$ cat config.mk
export PLATFORM = sky130hd
export DESIGN_NAME = gcd_engine
export DESIGN_NICKNAME = d
export VERILOG_FILES = /design/src/rtl/gcd_engine.sv
export SDC_FILE = /design/constraint.sdc
export NUM_CORES = 1
export LEC_CHECK = 0
export ABC_AREA = 1
export BUFFER_PORTS_ARGS = -buffer_cell sky130_fd_sc_hd__buf_4
export CAP_MARGIN = 20
export CORE_MARGIN = 3
export CORE_UTILIZATION = 54
export CTS_BUF_LIST = sky130_fd_sc_hd__clkbuf_16
export DETAILED_ROUTE_END_ITERATION = 8
export GPL_TIMING_DRIVEN = 0
export PLACE_DENSITY = 0.74
export SETUP_SLACK_MARGIN = 0.1
export SLEW_MARGIN = 20
export SYNTH_ARGS = -nofsm -noshare
export SYNTH_HDL_FRONTEND = slang
export SYNTH_SLANG_ARGS = --single-unit
$ cat constraint.sdc
create_clock -name clock -period 2 [get_ports clock]
set_clock_uncertainty 0.2 [all_clocks]
set_input_delay 0.3 -clock clock [delete_from_list [all_inputs] [get_ports clock]]
set_output_delay 0.3 -clock clock [all_outputs]
set_load 0.005 [all_outputs]
$ cat src/rtl/gcd_engine.sv
// gcd_engine: subtract-and-compare GCD datapath with its own control FSM.
//
// Two operands arrive one after the other on data_in. Each is taken on a
// rising edge of the level input enter. The engine then subtracts the smaller
// operand from the larger one, one step per clock, until the two are equal or
// one of them is zero. The result is held with halt = 1. A new enter edge in
// DONE starts another run without a reset.
//
// Optional feature macro: GCD_STEPCOUNT_EN. When it is defined, the steps port
// and its saturating subtraction counter are present.
//
// Parameters
//   WIDTH      operand, result and step-counter width (>= 2)
// Ports
//   clock      system clock, all state changes on posedge
//   reset      synchronous active-high reset; aborts any run in progress
//   enter      operand strobe (level), rising-edge detected internally
//   data_in    operand bus, sampled on the cycle an enter edge is seen
//   halt       1 while a valid result is held (DONE)
//   result     last computed GCD, held until the next DONE
//   state_out  0 IDLE, 1 WAIT_Y, 2 COMPUTE, 3 DONE
//   busy       1 in COMPUTE only
//   steps      subtraction count of current/last run (GCD_STEPCOUNT_EN only)
module gcd_engine #(
  parameter int WIDTH = 8
) (
  input  logic             clock,
  input  logic             reset,
  input  logic             enter,
  input  logic [WIDTH-1:0] data_in,
  output logic             halt,
  output logic [WIDTH-1:0] result,
  output logic [1:0]       state_out,
  output logic             busy
`ifdef GCD_STEPCOUNT_EN
  ,
  output logic [WIDTH-1:0] steps
`endif
);

  typedef enum logic [1:0] {
    IDLE    = 2'd0,
    WAIT_Y  = 2'd1,
    COMPUTE = 2'd2,
    DONE    = 2'd3
  } state_t;

  state_t           state_reg, state_next;
  logic [WIDTH-1:0] x_reg, x_next;
  logic [WIDTH-1:0] y_reg, y_next;
  logic [WIDTH-1:0] result_reg, result_next;
  logic             enter_d_reg;
  logic             enter_edge;

`ifdef GCD_STEPCOUNT_EN
  logic [WIDTH-1:0] steps_reg, steps_next;
`endif

  // Reset clears enter_d. If enter is still high when reset is released,
  // that counts as one fresh edge.
  assign enter_edge = enter & ~enter_d_reg;

  always_ff @(posedge clock) begin
    if (reset) begin
      state_reg   <= IDLE;
      x_reg       <= '0;
      y_reg       <= '0;
      result_reg  <= '0;
      enter_d_reg <= 1'b0;
`ifdef GCD_STEPCOUNT_EN
      steps_reg   <= '0;
`endif
    end else begin
      state_reg   <= state_next;
      x_reg       <= x_next;
      y_reg       <= y_next;
      result_reg  <= result_next;
      enter_d_reg <= enter;
`ifdef GCD_STEPCOUNT_EN
      steps_reg   <= steps_next;
`endif
    end
  end

  always_comb begin
    state_next  = state_reg;
    x_next      = x_reg;
    y_next      = y_reg;
    result_next = result_reg;
`ifdef GCD_STEPCOUNT_EN
    steps_next  = steps_reg;
`endif
    unique case (state_reg)
      IDLE, DONE: begin
        // In DONE, result keeps the previous answer until the next DONE.
        if (enter_edge) begin
          x_next     = data_in;
          state_next = WAIT_Y;
        end
      end
      WAIT_Y: begin
        if (enter_edge) begin
          y_next     = data_in;
`ifdef GCD_STEPCOUNT_EN
          steps_next = '0;
`endif
          state_next = COMPUTE;
        end
      end
      COMPUTE: begin
        // The zero test comes first so that a zero operand cannot loop forever.
        if (x_reg == '0 || y_reg == '0) begin
          result_next = x_reg | y_reg;
          state_next  = DONE;
        end else if (x_reg == y_reg) begin
          result_next = x_reg;
          state_next  = DONE;
        end else begin
          // Always subtract the smaller from the larger, so nothing underflows.
          if (x_reg > y_reg) begin
            x_next = x_reg - y_reg;
          end else begin
            y_next = y_reg - x_reg;
          end
`ifdef GCD_STEPCOUNT_EN
          if (steps_reg != '1) begin
            steps_next = steps_reg + 1'b1;
          end
`endif
        end
      end
      default: state_next = IDLE;
    endcase
  end

  // All status outputs are decoded from registered state only.
  assign halt      = (state_reg == DONE);
  assign busy      = (state_reg == COMPUTE);
  assign state_out = state_reg;
  assign result    = result_reg;
`ifdef GCD_STEPCOUNT_EN
  assign steps     = steps_reg;
`endif

endmodule

==> impl_results.md <==
* Tmin final at 2.146 ns
* Rel. slew slack at 0.7656
* Nets at 446
* # IOs at 23
* Dpl cells at 435
* Non-filler cells, final at 454
* Clk_lat worst skew at 0.27 ns
* EDFF count, synth at 0
* Root Buffer: clkbuf_16
* Mapped Nets at 404
* Wire per inst at 14.07 um
* Async SR Flop Fraction at 0
* Register area share after synthesis at 0.2388
* Fin util at 0.7718
* Cell Area, Synth at 0.002263 mm2
* CP max stage delay at 0.38 ns
* CTS tree: yes
* GPL Wtd Cong at 0.9031
* Share of layout cells above drive strength 1 at 0.3153
* Synth Warn # at 0
* CTS sink cnt at 27
* Worst EP arrival at 2.11 ns
* Least-Margin Pin Slew at 0.3480 ns
* Clock Path Buffers at 2
* Unrepaired setup endpoints after global routing: yes
* Initial DRC count at 152
* Final Instance Area at 0.002974 mm2
* Setup slack after layout at -0.1464 ns
* ANT cells at 0
* Most common cell after layout, fill and taps aside: nand2_1
* H-tree depth at 1
* Routed vias at 2,363
* Highest clock rate at 465.9 MHz
* CTS Buf Count at 3
* Max FO, Critical Path at 3
* HP Class: in -> reg
* Initial cell density of the core at 0.5873
* Gr usage total at 0.2559
* Post-route ant nets at 0
* Final Hold Fails at 0
* Largest net degree at the start of global routing at 17
* Grt ovf at 0
* Post-DP HPWL at 4.700 mm
* Port Buffer Count at 22
* Final setup fails at 16
* Number of global-route vias before repair at 2,246
* DRC viols at 0
* Die Wd at 70.74 um
* Area delta synth->final at 31.40%
* Nature of the critical path endpoint: register
* Status: finished with violations
* Flops & latches, synth at 27
* Initial antenna violation count at 0
* Post-Syn Instances at 365
* Fin. max-slew vios at 0
* Clock-pin slew on the worst setup and hold paths at 0.07 ns
* Maxcap violations at 0
* Critical Path, Cell by Cell: inv_4, ha_4, fa_2, inv_2, nand2_2, nand2_2, buf_4, nand3_1, a31oi_1, nand3_1, nand2_1, nor2_1
* Nature of the critical path startpoint: register
* WL final at 6.389 mm
* Num rows at 22
* Area of the core at 0.003854 mm2
* Commonest non-fill, non-tap cells in the layout: nand2_1, nor2_1, inv_1
* Worst setup path class: reg -> reg
* Die area at 0.005004 mm2
* CP max-delay cell: dfxtp_4
* CP required at 1.96 ns
* Top_reg_cell synth: dfxtp_1
* Avg Vias per Cell at 5.205
* DR pass1 iterations at 4
* Netlist cell types at 26
* Global-route wire length before repair at 10.26 mm
* Period utilization at 1.073
* Mean post-synth cell area at 6.201 um2
* Failing checks: negative setup slack
* Die height at 70.74 um
* Placed inst area at 0.002565 mm2
[repair_timing]
action,CTS,global route
resized for setup,44,44
hold buffers,1,0
gates cloned,1,0
setup buffers,7,6
endpoints found under the hold margin,1,0
pin swaps,12,20
setup endpoints to repair,26,26
[cell families (layout without fill, tap and decap cells)]
kind of cell	after synthesis	after routing	share of synthesized area
and+or+nand+nor	204	204	0.3842
buffers and inverters	61	102	0.1067
AOI/OAI and AO/OA	45	45	0.1089
adders and majority gates	28	28	0.1614
DFF	27	27	0.2388
[through the flow]
step	hold slack, ns	worst slack (ns)	setup TNS, ns
2_1_floorplan	0.1712	0.02589	0
3_3_place_gp	0.2675	-0.2212	-3.899
3_5_place_dp	0.2684	-0.2630	-5.055
4_1_cts	0.05983	-0.1063	-1.437
5_1_grt	0.08980	-0.2250	-3.125
6_report	0.05558	-0.1464	-1.414
[layer usage]
layer,up-vias,part of all wire,global-route usage
li1,1213,-,-
met2,77,0.49,0.4418
met5,-,0,0
met1,1067,0.42,0.3241
met4,0,0.012,0.06889
met3,6,0.076,0.05114
[worst max-delay path: cells and delay by family (launching register included)]
kind                     cells  cell delay [ns]
buffers and inverters        3             0.23
adder cells (fa/ha/maj)      2             0.50
AND/OR/NAND/NOR              6             0.46
flip-flops                   1             0.38
AO/OA/AOI/OAI                1             0.26
[synthesized netlist by cell type, types with 4 or more instances]
| cell | instances | share of area |
|---|---|---|
| nand2_1 | 100 | 0.17 |
| ha_1 | 26 | 0.14 |
| nand3_1 | 24 | 0.053 |
| buf_2 | 4 | 0.0088 |
| nand2_2 | 4 | 0.011 |
| dfxtp_1 | 27 | 0.24 |
| inv_1 | 49 | 0.081 |
| nor2_2 | 5 | 0.014 |
| inv_2 | 5 | 0.0083 |
| o21ai_0 | 25 | 0.055 |
| a21oi_1 | 14 | 0.031 |
| nor2_1 | 61 | 0.10 |
[worst paths after layout]
| path | start | to | slack [ns] | depth (start not counted) |
|---|---|---|---|---|
| hold / removal | enter | enter_d_reg | 0.06 | 3 |
| setup reg to reg | x_reg[0] | x_reg[4] | -0.15 | 12 |
| setup / recovery | x_reg[0] | x_reg[4] | -0.15 | 12 |
| hold reg to reg | y_reg[3] | y_reg[3] | 0.30 | 2 |
[area by class of cell]
type,count,area (um2)
Multi-Input combinational cell,277,1702
Fill cell,298,879.6
Sequential cell,27,571.8
Timing Repair Buffer,37,291.5
Inverter,54,217.7
Clock buffer,3,75.07
Tap cell,48,60.06
Buffer,7,48.80
Clock inverter,1,7.507
Power is left out: the tool's default activity adds up to more than one toggle a clock period on the data nets, which glitch-free logic cannot reach.
